File: src/rtl/fifo_feeder_pkg.sv
// Shared types and width helpers for the fifo_feeder row serialiser.
package fifo_feeder_pkg;

  typedef enum logic [1:0] {IDLE, SKEW_ST, SHIFT} feeder_state_t;

  localparam int SKEW_CNT_W = 8;

  function automatic int idx_cnt_w(input int depth);
    return (depth > 1) ? $clog2(depth) : 1;
  endfunction

endpackage

File: src/rtl/feeder_cnt.sv
// Loadable down-counter that stops at zero; o_tc flags the terminal count.
module feeder_cnt
  import fifo_feeder_pkg::*;
#(
  parameter int W = SKEW_CNT_W
) (
  input  logic         clk,
  input  logic         rst_n,
  input  logic         i_load,
  input  logic [W-1:0] i_load_val,
  input  logic         i_en,
  output logic [W-1:0] o_cnt,
  output logic         o_tc
);

  logic [W-1:0] r_cnt;

  always_ff @(posedge clk or negedge rst_n) begin
    if (!rst_n) begin
      r_cnt <= '0;
    end else if (i_load) begin
      r_cnt <= i_load_val;
    end else if (i_en && (r_cnt != '0)) begin
      r_cnt <= r_cnt - 1'b1;
    end
  end

  assign o_cnt = r_cnt;
  assign o_tc  = (r_cnt == '0);

endmodule

File: src/rtl/fifo_feeder.sv
// Accepts one DEPTH-entry row and shifts it into a delay-buffer fifo, top entry first.
// Optional FIFO_FEEDER_STALL_EN adds a stall input that pauses serialisation.
module fifo_feeder
  import fifo_feeder_pkg::*;
#(
  parameter int DEPTH = 8,
  parameter int BITS  = 8,
  parameter int SKEW  = 0
) (
  input  logic                  clk,
  input  logic                  rst_n,
  input  logic                  load_vld,
  output logic                  load_rdy,
  input  logic [DEPTH*BITS-1:0] row_data,
  output logic                  shift_en,
  output logic [BITS-1:0]       shift_d,
  output logic                  busy,
  output logic                  done
`ifdef FIFO_FEEDER_STALL_EN
  ,
  input  logic                  stall
`endif
);

  localparam int IDX_W = idx_cnt_w(DEPTH);
  localparam logic [SKEW_CNT_W-1:0] SKEW_LD = (SKEW > 0) ? SKEW_CNT_W'(SKEW - 1) : '0;
  localparam logic [IDX_W-1:0] IDX_LD = IDX_W'(DEPTH - 2);

  feeder_state_t r_state, w_state_nxt;
  logic [DEPTH*BITS-1:0] r_row;
  logic                  r_shift_en, r_done;
  logic [BITS-1:0]       r_shift_d;

  logic                  w_shift_en_nxt, w_done_nxt;
  logic [BITS-1:0]       w_shift_d_nxt, w_entry;
  logic                  w_accept, w_stall;
  logic                  w_skew_load, w_skew_en, w_skew_tc;
  logic                  w_idx_load, w_idx_en, w_idx_tc;
  logic [IDX_W-1:0]      w_idx;
  logic [SKEW_CNT_W-1:0] w_skew_cnt_unused;

`ifdef FIFO_FEEDER_STALL_EN
  assign w_stall = stall;
`else
  assign w_stall = 1'b0;
`endif

  feeder_cnt #(.W(SKEW_CNT_W)) u_skew_cnt (
    .clk        (clk),
    .rst_n      (rst_n),
    .i_load     (w_skew_load),
    .i_load_val (SKEW_LD),
    .i_en       (w_skew_en),
    .o_cnt      (w_skew_cnt_unused),
    .o_tc       (w_skew_tc)
  );

  // Index counter holds the entry to emit on the next edge; the first entry is emitted on entry to SHIFT.
  feeder_cnt #(.W(IDX_W)) u_idx_cnt (
    .clk        (clk),
    .rst_n      (rst_n),
    .i_load     (w_idx_load),
    .i_load_val (IDX_LD),
    .i_en       (w_idx_en),
    .o_cnt      (w_idx),
    .o_tc       (w_idx_tc)
  );

  assign w_entry = r_row[w_idx*BITS +: BITS];

  always_comb begin
    w_state_nxt    = r_state;
    w_shift_en_nxt = 1'b0;
    w_shift_d_nxt  = '0;
    w_done_nxt     = 1'b0;
    w_accept       = 1'b0;
    w_skew_load    = 1'b0;
    w_skew_en      = 1'b0;
    w_idx_load     = 1'b0;
    w_idx_en       = 1'b0;
    case (r_state)
      IDLE: begin
        if (load_vld) begin
          w_accept = 1'b1;
          if (SKEW > 0) begin
            w_state_nxt = SKEW_ST;
            w_skew_load = 1'b1;
          end else begin
            w_state_nxt    = SHIFT;
            w_shift_en_nxt = 1'b1;
            w_shift_d_nxt  = row_data[(DEPTH-1)*BITS +: BITS];
            w_idx_load     = 1'b1;
          end
        end
      end
      SKEW_ST: begin
        if (!w_stall) begin
          if (w_skew_tc) begin
            w_state_nxt    = SHIFT;
            w_shift_en_nxt = 1'b1;
            w_shift_d_nxt  = r_row[(DEPTH-1)*BITS +: BITS];
            w_idx_load     = 1'b1;
          end else begin
            w_skew_en = 1'b1;
          end
        end
      end
      SHIFT: begin
        // The done cycle is spent in SHIFT so load_rdy rises only after it.
        if (r_done) begin
          w_state_nxt = IDLE;
        end else if (!w_stall) begin
          w_shift_en_nxt = 1'b1;
          w_shift_d_nxt  = w_entry;
          if (w_idx_tc) begin
            w_done_nxt = 1'b1;
          end else begin
            w_idx_en = 1'b1;
          end
        end
      end
      default: w_state_nxt = IDLE;
    endcase
  end

  always_ff @(posedge clk or negedge rst_n) begin
    if (!rst_n) begin
      r_state    <= IDLE;
      r_row      <= '0;
      r_shift_en <= 1'b0;
      r_shift_d  <= '0;
      r_done     <= 1'b0;
    end else begin
      r_state    <= w_state_nxt;
      r_shift_en <= w_shift_en_nxt;
      r_shift_d  <= w_shift_d_nxt;
      r_done     <= w_done_nxt;
      if (w_accept) begin
        r_row <= row_data;
      end
    end
  end

  assign load_rdy = (r_state == IDLE);
  assign busy     = (r_state != IDLE);
  assign shift_en = r_shift_en;
  assign shift_d  = r_shift_d;
  assign done     = r_done;

endmodule

File: config.mk
export PLATFORM = sky130hd
export DESIGN_NAME = fifo_feeder
export DESIGN_NICKNAME = d
export VERILOG_FILES = /design/src/rtl/fifo_feeder_pkg.sv /design/src/rtl/feeder_cnt.sv /design/src/rtl/fifo_feeder.sv
export SDC_FILE = /design/constraint.sdc
export NUM_CORES = 1
export LEC_CHECK = 0
export BUFFER_PORTS_ARGS = -buffer_cell sky130_fd_sc_hd__buf_2
export CAP_MARGIN = 15
export CORE_MARGIN = 10
export CORE_UTILIZATION = 40
export DETAILED_ROUTE_END_ITERATION = 10
export GPL_ROUTABILITY_DRIVEN = 0
export PLACE_DENSITY = 0.58
export REMOVE_ABC_BUFFERS = 1
export SLEW_MARGIN = 20
export SYNTH_ARGS = -nofsm -noshare
export SYNTH_HDL_FRONTEND = slang
export SYNTH_SLANG_ARGS = --single-unit
File: constraint.sdc
create_clock -name clk -period 3.4 [get_ports clk]
set_input_delay 0.51 -clock clk [delete_from_list [all_inputs] [get_ports clk]]
set_output_delay 0.51 -clock clk [all_outputs]
set_load 0.1 [all_outputs]
# Yosys cells after proc, flatten, opt, wreduce, memory -nomap -nowiden
# Index checks and enable logic that the tools add are counted.
# totals
n_memories	0
latch_bits	0
register_bits	87
output_inout_bits	12
ram_bits	0
rom_bits	0
# classes
addsub	2
bitwise	0
div_mod_pow	0
n_reduce_logical	10
order_cmp	0
shifts	1
mux	24
n_eq_ne	5
n_mul	0
# op_table
op	n
64-bit by 7-bit variable part select with 8-bit output	1
8-bit 2-to-1 mux	3
8-bit case mux with 3 select lines	1
1-bit 2-to-1 mux	12
8-bit logical NOT	1
8-bit nonzero test	1
8-bit by 1-bit subtractor with 8-bit output, second input constant	1
2-bit 2-to-1 mux	3
3-bit 2-to-1 mux	2
2-bit case mux with 3 select lines	1
2-bit inequality test, second input constant	2
2-bit nonzero test	2
3-bit logical NOT	1
1-bit case mux with 3 select lines	1
3-bit AND reduction	1
3-bit nonzero test	1
3-bit by 1-bit subtractor with 3-bit output, second input constant	1
2-bit by 1-bit == test with 1-bit output, second input constant	1
2-bit == test, second input constant	1
1-bit logical AND	2
2-bit logical NOT	1
2-bit by 1-bit inequality test with 1-bit output, second input constant	1
1-bit case mux with 2 select lines	1

# Depth between registers and ports, before layout
# Gate-level depths: netlist of run 1.
# depth
ltp_word	7
mapped_depth	7

# Cells and area by module
# Synthesis of run 1 repeated with hierarchy kept, for this count alone.
# hier_totals
cells_unflattened	368
area_unflattened_um2	3485.8
# modules_own_cells
module	cells_each	instances	area_each_um2	seq_area_each_um2
fifo_feeder	349	1	3295.7	1876.8
feeder_cnt	19	1	190.2	75.1

# Least setup slack after synthesis of run 1
# Ideal clock, no wire load.
# synth_path
kind	register to output
startpoint	register r_state[1]
endpoint	output port load_rdy
arrival_ns	1.616
slack_ns	1.274
n_path_buf	0
stages_incl_launch_ff	2
required_ns	2.890
cell_sequence	dfrtp_1 > inv_1
# synth_between
elab_chain_cells	1
# synth_lines
element	line	rtl
start, declared	fifo_feeder.sv:29	feeder_state_t r_state, w_state_nxt;
start signal, assigned	fifo_feeder.sv:134	r_state <= w_state_nxt;
2-bit logical NOT	fifo_feeder.sv:144	assign load_rdy = (r_state == IDLE);
end, declared	fifo_feeder.sv:13	output logic load_rdy,
# No other way between the ends.

# Final worst setup path of run 1
# layout_path
startpoint	register u_idx_cnt.r_cnt[0], in the netlist u_idx_cnt.o_cnt[0]
endpoint	register u_idx_cnt.r_cnt[0], in the netlist u_idx_cnt.o_cnt[0]
# layout_between
elab_chain_cells	6
# layout_lines
element	line	rtl
start, declared	feeder_cnt.sv:16	logic [W-1:0] r_cnt;
start signal, assigned	feeder_cnt.sv:22	r_cnt <= i_load_val;
start signal, assigned	feeder_cnt.sv:24	r_cnt <= r_cnt - 1'b1;
3-bit logical NOT	feeder_cnt.sv:29	assign o_tc = (r_cnt == '0);
1-bit 2-to-1 mux	fifo_feeder.sv:115	if (w_idx_tc) begin
1-bit 2-to-1 mux	fifo_feeder.sv:110	if (r_done) begin
1-bit 2-to-1 mux	fifo_feeder.sv:81	case (r_state)
1-bit logical AND	feeder_cnt.sv:23	end else if (i_en && (r_cnt != '0)) begin
2-bit nonzero test (no line)	--	
# Several ways; a longest one is shown, not always the timed one. The select of a mux whose other input is x is not followed.
# A chain may end at the register's enable or synchronous reset.

==> flow_metrics.env, run 1 <==
export IMPL_skew_ns=0.00796
export IMPL_r2r_slack_ns=1.38
export IMPL_syn_to_final_growth_pct=19.2
export IMPL_diodes=0
export IMPL_p_comb_frac=0.415
export IMPL_intPower_mw=2.58
export IMPL_arrival_ns=2.27
export IMPL_min_period_over_period=0.595
export IMPL_yosysSeqAreaShare=0.553
export IMPL_cts_hold_repair_buffers=0
export IMPL_final_antenna_net_count=0
export IMPL_wire_per_inst_um=14.3
export IMPL_status="finished clean"
export IMPL_async_reset_ff_frac=1.00
export IMPL_post_cts_buffers=0
export IMPL_antenna_found_initial=0
export IMPL_netSwitchingPower_mw=1.78
export IMPL_cap_violations=0
export IMPL_hold_ws_ns=0.305
export IMPL_synthMuxAreaShare=0.104
export IMPL_grt_pass1_vias=2848
export IMPL_yosysTopAreaCellShare=0.553
export IMPL_netSwitchingFraction=0.408
export IMPL_fin_nets=502
export IMPL_synth_adder_area_share=0.00709
export IMPL_ios=79
export IMPL_cts_root_buf="clkbuf_8"
export IMPL_max_freq_mhz=495
export IMPL_postRouteWirelength_um=7820
export IMPL_grt_pass1_wl_um=13100
export IMPL_route_vias_total=2587
export IMPL_clkPwrFrac=0.193
export IMPL_dp_hpwl_um=5310
export IMPL_totalPowerFinal_mw=4.36
export IMPL_io_buffers=78
export IMPL_drtPass1Iterations=5
export IMPL_hold_path_class="in2async"
export IMPL_ys_warn_count=0
export IMPL_power_density_nw_per_um2=1040
export IMPL_row_count=34
export IMPL_worstMarginPinSlew_ns=0.963
export IMPL_core_area_um2=8640
export IMPL_p_seq_frac=0.391
export IMPL_final_cells=546
export IMPL_synth_most_common_cell="nand2_1"
export IMPL_die_y_um=114
export IMPL_syn_area_um2=3530
export IMPL_maxSlewViolCount=0
export IMPL_worstPathCellList="inv_1 -> ha_1 -> nor2b_1 -> or3_1 -> a21oi_1"
export IMPL_ys_ff_latch=78
export IMPL_htreeDepth=3
export IMPL_max_clock_path_buffers=2
export IMPL_grt_util_all_layers=0.123
export IMPL_startpoint_type="flip-flop"
export IMPL_maxSlewHeadroom=0.358
export IMPL_netlist_instances=363
export IMPL_worstPathRequired_ns=3.65
export IMPL_start_util=0.409
export IMPL_ctsResizeCount=0
export IMPL_fin_crit_ns=2.02
export IMPL_crit_path_end_kind="flip-flop"
export IMPL_cts_tree="built"
export IMPL_layout_drive_gt1_share=0.276
export IMPL_die_w_um=114
export IMPL_critPathKind="reg2reg"
export IMPL_insertion_delay_ns=0.33
export IMPL_setup_violations=0
export IMPL_synth_compound_area_frac=0.0549
export IMPL_reg2reg_from="u_idx_cnt.o_cnt[0]"
export IMPL_crit_fanout=29
export IMPL_synth_commonest_cells="nand2_1 (194), dfrtp_1 (78), buf_2 (11)"
export IMPL_first_iter_violations=145
export IMPL_syn_avg_cell_area_um2=9.73
export IMPL_drc_errors=0
export IMPL_numCtsBuffers=9
export IMPL_synth_area_leaders="dfrtp_1 (55%), nand2_1 (21%), mux4_2 (4.5%), mux2_4 (3.0%), o31ai_2 (2.5%)"
export IMPL_r2r_cells=5
export IMPL_overflow=0
export IMPL_slowest_stage="dfrtp_2"
export IMPL_synth_cell_types=30
export IMPL_clk_pin_slew_ns=0.08
export IMPL_synthXorXnorAreaFrac=0
export IMPL_via_per_inst=4.74
export IMPL_synth_top_area_cell="dfrtp_1"
export IMPL_clock_sinks=78
export IMPL_synth_simple_gate_area_share=0.237
export IMPL_grt_max_degree=79
export IMPL_p_leak_nw=2.25
export IMPL_hold_violations=0
export IMPL_r2r_end="u_idx_cnt.o_cnt[0]"
export IMPL_synth_edf_count=0
export IMPL_dp_cells=530
export IMPL_synth_top_family_by_area="simple AND/OR/NAND/NOR gates"
export IMPL_rsz0062_at_grt="false"
export IMPL_dieArea_um2=13000
export IMPL_vdd_ir_drop_worst_mv=0.311
export IMPL_synth_flop_cell="dfrtp_1"
export IMPL_cpPeakStageDelay_ns=0.89
[flip-flops by register name (all words and copies together), names as in the netlist]
name and count:
done 1, u_idx_cnt.o_cnt 3, shift_en 1, r_row 64
r_state 1, shift_d 8
[per-layer routing]
layer / up-vias / routed length [µm] / GRT usage
li1: 1304 / - / -
met2: 56 / 3810 / 0.200
met5: - / 0 / 0
met1: 1223 / 3530 / 0.150
met3: 4 / 407 / 0.0331
met4: 0 / 75 / 0.0526
[power by group through the flow]
stage	Sequential [mW]	Clock [mW]	Combinational, mW
floorplan	2.05	0	1.07
global placement	1.72	0	1.80
detailed placement	1.73	0	1.83
CTS	1.71	0.870	1.84
global route	1.77	0.910	2.00
finish	1.71	0.841	1.81
[cell families (layout without fill, tap and decap cells)]
| kind of cell | Yosys count | count (layout) |
|---|---|---|
| AO/OA/AOI/OAI | 22 | 22 |
| adder cells (fa/ha/maj) | 2 | 2 |
| buffers and inverters | 25 | 100 |
| flip-flops | 78 | 78 |
| multiplexers | 22 | 22 |
| AND/OR/NAND/NOR | 214 | 214 |
[cells in the final DEF, fill, tap and decap left out, types with 2 or more instances in the layout]
master and instances:
o22ai_1 7, clkbuf_1 2, clkbuf_8 11, o31ai_2 7, mux2_4 7, mux2_1 7
nand2_1 194, nor2b_1 5, nor2_1 7, buf_4 2, buf_2 77, o21ai_0 3
bufinv_16 3, dfrtp_1 77, inv_1 4, ha_1 2, mux4_2 7
[layout make-up]
type	count	area [µm²]
sequential	78	1950
inverter	4	15.0
clock buffer	13	159
tap	108	135
timing repair buffer	80	420
multi-input combinational	260	1440
clock inverter	3	90.1
fill	853	4430
[critical path, delay by kind of cell (launching register included)]
family                   cells  cell delay, ns
adder cells (fa/ha/maj)      1            0.25
flip-flops                   1            0.89
AND/OR/NAND/NOR              2            0.50
buffers and inverters        1            0.15
AO/OA/AOI/OAI                1            0.15
[how the worst max path moves through the flow]
stage	from	to	slack [ns]	depth (start not counted)
2_1_floorplan	r_state[1]	shift_d[1]	-0.06	3
3_3_place_gp	u_idx_cnt.o_cnt[0]	u_idx_cnt.o_cnt[0]	1.43	5
3_5_place_dp	u_idx_cnt.o_cnt[0]	u_idx_cnt.o_cnt[0]	1.39	5
4_1_cts	u_idx_cnt.o_cnt[0]	u_idx_cnt.o_cnt[0]	1.37	5
5_1_grt	u_idx_cnt.o_cnt[0]	u_idx_cnt.o_cnt[0]	1.19	5
6_report	u_idx_cnt.o_cnt[0]	u_idx_cnt.o_cnt[0]	1.38	5
[metrics by stage]
step | TNS [ns] | util | setup slack [ns] | area, µm²
after CTS | 0 | 0.487 | 1.37 | 4210
final | 0 | 0.487 | 1.38 | 4210
after global routing | 0 | 0.487 | 1.19 | 4210
after floorplan | -0.783 | - | -0.0649 | 3390
after detailed placement | 0 | 0.458 | 1.39 | 3960
after global placement | 0 | 0.458 | 1.43 | 3960
Note: power is estimated with default switching activity, not from simulation.
==> inputs of run 2 (changes only) <==
--- a/config.mk
+++ b/config.mk
@@ -11,7 +11,7 @@
 export CORE_UTILIZATION = 40
 export DETAILED_ROUTE_END_ITERATION = 10
 export GPL_ROUTABILITY_DRIVEN = 0
-export PLACE_DENSITY = 0.58
+export PLACE_DENSITY = 0.6
 export REMOVE_ABC_BUFFERS = 1
 export SLEW_MARGIN = 20
 export SYNTH_ARGS = -nofsm -noshare
==> constraint.sdc (replaced) <==
create_clock -name clk -period 1.8 [get_ports clk]
set_input_delay 0.27 -clock clk [delete_from_list [all_inputs] [get_ports clk]]
set_output_delay 0.27 -clock clk [all_outputs]
set_load 0.1 [all_outputs]
==> run 2 against run 1 <==
Via count increased by 1.9%. Core utilization increased by 1.0 points. First-iteration DRC count decreased by 8.3%. Worst setup slack got worse by 1.1 ns. Largest power group unchanged. Register-to-register slack got worse by 1.1 ns.
==> flow_metrics.env, run 2 (synthesized netlist as in run 1, its figures left out) <==
export IMPL_r2r_end="shift_d[6]"
export IMPL_grt_pass1_vias=2874
export IMPL_setup_violations=0
export IMPL_crit_path_end="shift_d[6]"
export IMPL_htreeDepth=3
export IMPL_diodes=0
export IMPL_maxSlewViolCount=0
export IMPL_crit_fanout=9
export IMPL_reg2reg_from="u_idx_cnt.o_cnt[0]"
export IMPL_arrival_ns=1.79
export IMPL_ctsResizeCount=0
export IMPL_core_area_um2=8640
export IMPL_layout_commonest_cell="nand2_1"
export IMPL_dp_cells=539
export IMPL_cap_violations=0
export IMPL_overflow=0
export IMPL_rsz0062_at_grt="false"
export IMPL_final_antenna_net_count=0
export IMPL_syn_to_final_growth_pct=21.7
export IMPL_cts_hold_repair_buffers=1
export IMPL_startpoint_type="flip-flop"
export IMPL_cpLargestDelayFamily="flip-flops"
export IMPL_max_clock_path_buffers=2
export IMPL_grt_max_degree=69
export IMPL_fin_nets=512
export IMPL_finish_utilization=0.498
export IMPL_p_comb_frac=0.448
export IMPL_final_cells=556
export IMPL_final_area_um2=4300
export IMPL_r2r_slack_ns=0.23
export IMPL_first_iter_violations=133
export IMPL_dieArea_um2=13000
export IMPL_cpPeakStageDelay_ns=0.51
export IMPL_antenna_found_initial=0
export IMPL_fin_crit_ns=1.57
export IMPL_largest_reg_flops=64
export IMPL_netSwitchingPower_mw=3.50
export IMPL_cts_root_buf="clkbuf_8"
export IMPL_drc_errors=0
export IMPL_worstPathRequired_ns=2.02
export IMPL_hold_violations=0
export IMPL_route_vias_total=2637
export IMPL_worstMarginPinSlew_ns=0.508
export IMPL_hold_path_class="in2reg"
export IMPL_wire_per_inst_um=15.0
export IMPL_critPathKind="reg2reg"
export IMPL_min_period_over_period=0.872
export IMPL_grt_pass1_wl_um=13900
export IMPL_start_util=0.409
export IMPL_vdd_ir_drop_worst_mv=0.659
export IMPL_numCtsBuffers=9
export IMPL_power_density_nw_per_um2=1960
export IMPL_largest_register="r_row"
export IMPL_row_count=34
export IMPL_setup_worst_path_start="u_idx_cnt.o_cnt[0]"
export IMPL_skew_ns=0.0135
export IMPL_cts_tree="built"
export IMPL_intPower_mw=4.92
export IMPL_die_y_um=114
export IMPL_r2r_cells=4
export IMPL_worstPathCellList="buf_4 -> mux4_2 -> nor2_1 -> o31ai_2"
export IMPL_totalPowerFinal_mw=8.42
export IMPL_clock_sinks=78
export IMPL_dp_hpwl_um=5990
export IMPL_io_buffers=78
export IMPL_via_per_inst=4.74
export IMPL_cp_depth=4
export IMPL_insertion_delay_ns=0.35
export IMPL_crit_buf_inv=1
export IMPL_status="finished clean"
export IMPL_layout_drive_gt1_share=0.292
export IMPL_postRouteWirelength_um=8340
export IMPL_drtPass1Iterations=4
export IMPL_clkPwrFrac=0.186
export IMPL_grt_util_all_layers=0.132
export IMPL_slowest_stage="dfrtp_2"
export IMPL_post_cts_buffers=0
export IMPL_max_freq_mhz=637
export IMPL_place_area_um2=4050
export IMPL_crit_path_end_kind="flip-flop"
export IMPL_mostFrequentLayoutCells="nand2_1 (194), dfrtp_1 (77), buf_2 (77)"
export IMPL_p_leak_nw=2.31
export IMPL_netSwitchingFraction=0.415
export IMPL_p_seq_frac=0.366
export IMPL_die_w_um=114
export IMPL_ios=79
export IMPL_maxSlewHeadroom=0.663
export IMPL_clk_pin_slew_ns=0.09
run 2: cell count changes in the layout (fill, tap and decap cells not counted):
cell and delta:
clkinv_2 +2, buf_4 +7, clkbuf_8 -2, buf_12 +2, clkbuf_1 -1, inv_6 +1, dlygate4sd3_1 +1
run 2: how the worst min path moves through the flow:
| stage | slack [ns] | to | start | depth (start not counted) |
|---|---|---|---|---|
| 4_1_cts | 0.09 | r_row[0] | row_data[0] | 3 |
| 3_3_place_gp | 0.17 | r_row[40] | rst_n | 1 |
| 6_report | 0.1 | r_row[44] | row_data[44] | 3 |
| 2_1_floorplan | -0.03 | done | rst_n | 0 |
| 3_5_place_dp | 0.17 | r_row[40] | rst_n | 1 |
| 5_1_grt | 0.08 | r_row[48] | row_data[48] | 3 |
run 2: metrics by stage:
step	worst slack, ns	TNS, ns	hold WS (ns)
global placement	0.272	0	0.175
CTS	0.209	0	0.0873
detailed placement	0.241	0	0.174
finish	0.231	0	0.0978
floorplan	-1.66	-114.01	-0.0256
global route	0.148	0	0.0810
run 2: worst register-to-register path, cell delays in order, from the launching register on:
cell	delay [ns]
dfrtp_2	0.51
buf_4	0.22
mux4_2	0.50
nor2_1	0.13
o31ai_2	0.08
run 2: power groups by stage:
stage	clock, mW	combinational (mW)	sequential, mW
2_1_floorplan	0	2.01	3.86
3_3_place_gp	0	3.71	3.10
3_5_place_dp	0	3.80	3.12
4_1_cts	1.60	3.83	3.09
5_1_grt	1.68	4.15	3.17
6_report	1.57	3.77	3.08
run 2: per-layer routing:
metal  up-vias  GRT usage  routed length (µm)
li1       1323          -                   -
met1      1238      0.161                3630
met2        69      0.213                4120
met3         7     0.0415                 476
met4         0     0.0468                 107
met5         -          0                   0
run 2: final cells by class:
class / count / area [µm²]
sequential: 78 / 1950
fill: 841 / 4340
inverter: 4 / 15.0
tap: 108 / 135
clock buffer: 10 / 128
clock inverter: 6 / 109
multi-input combinational: 260 / 1440
timing repair buffer: 90 / 523
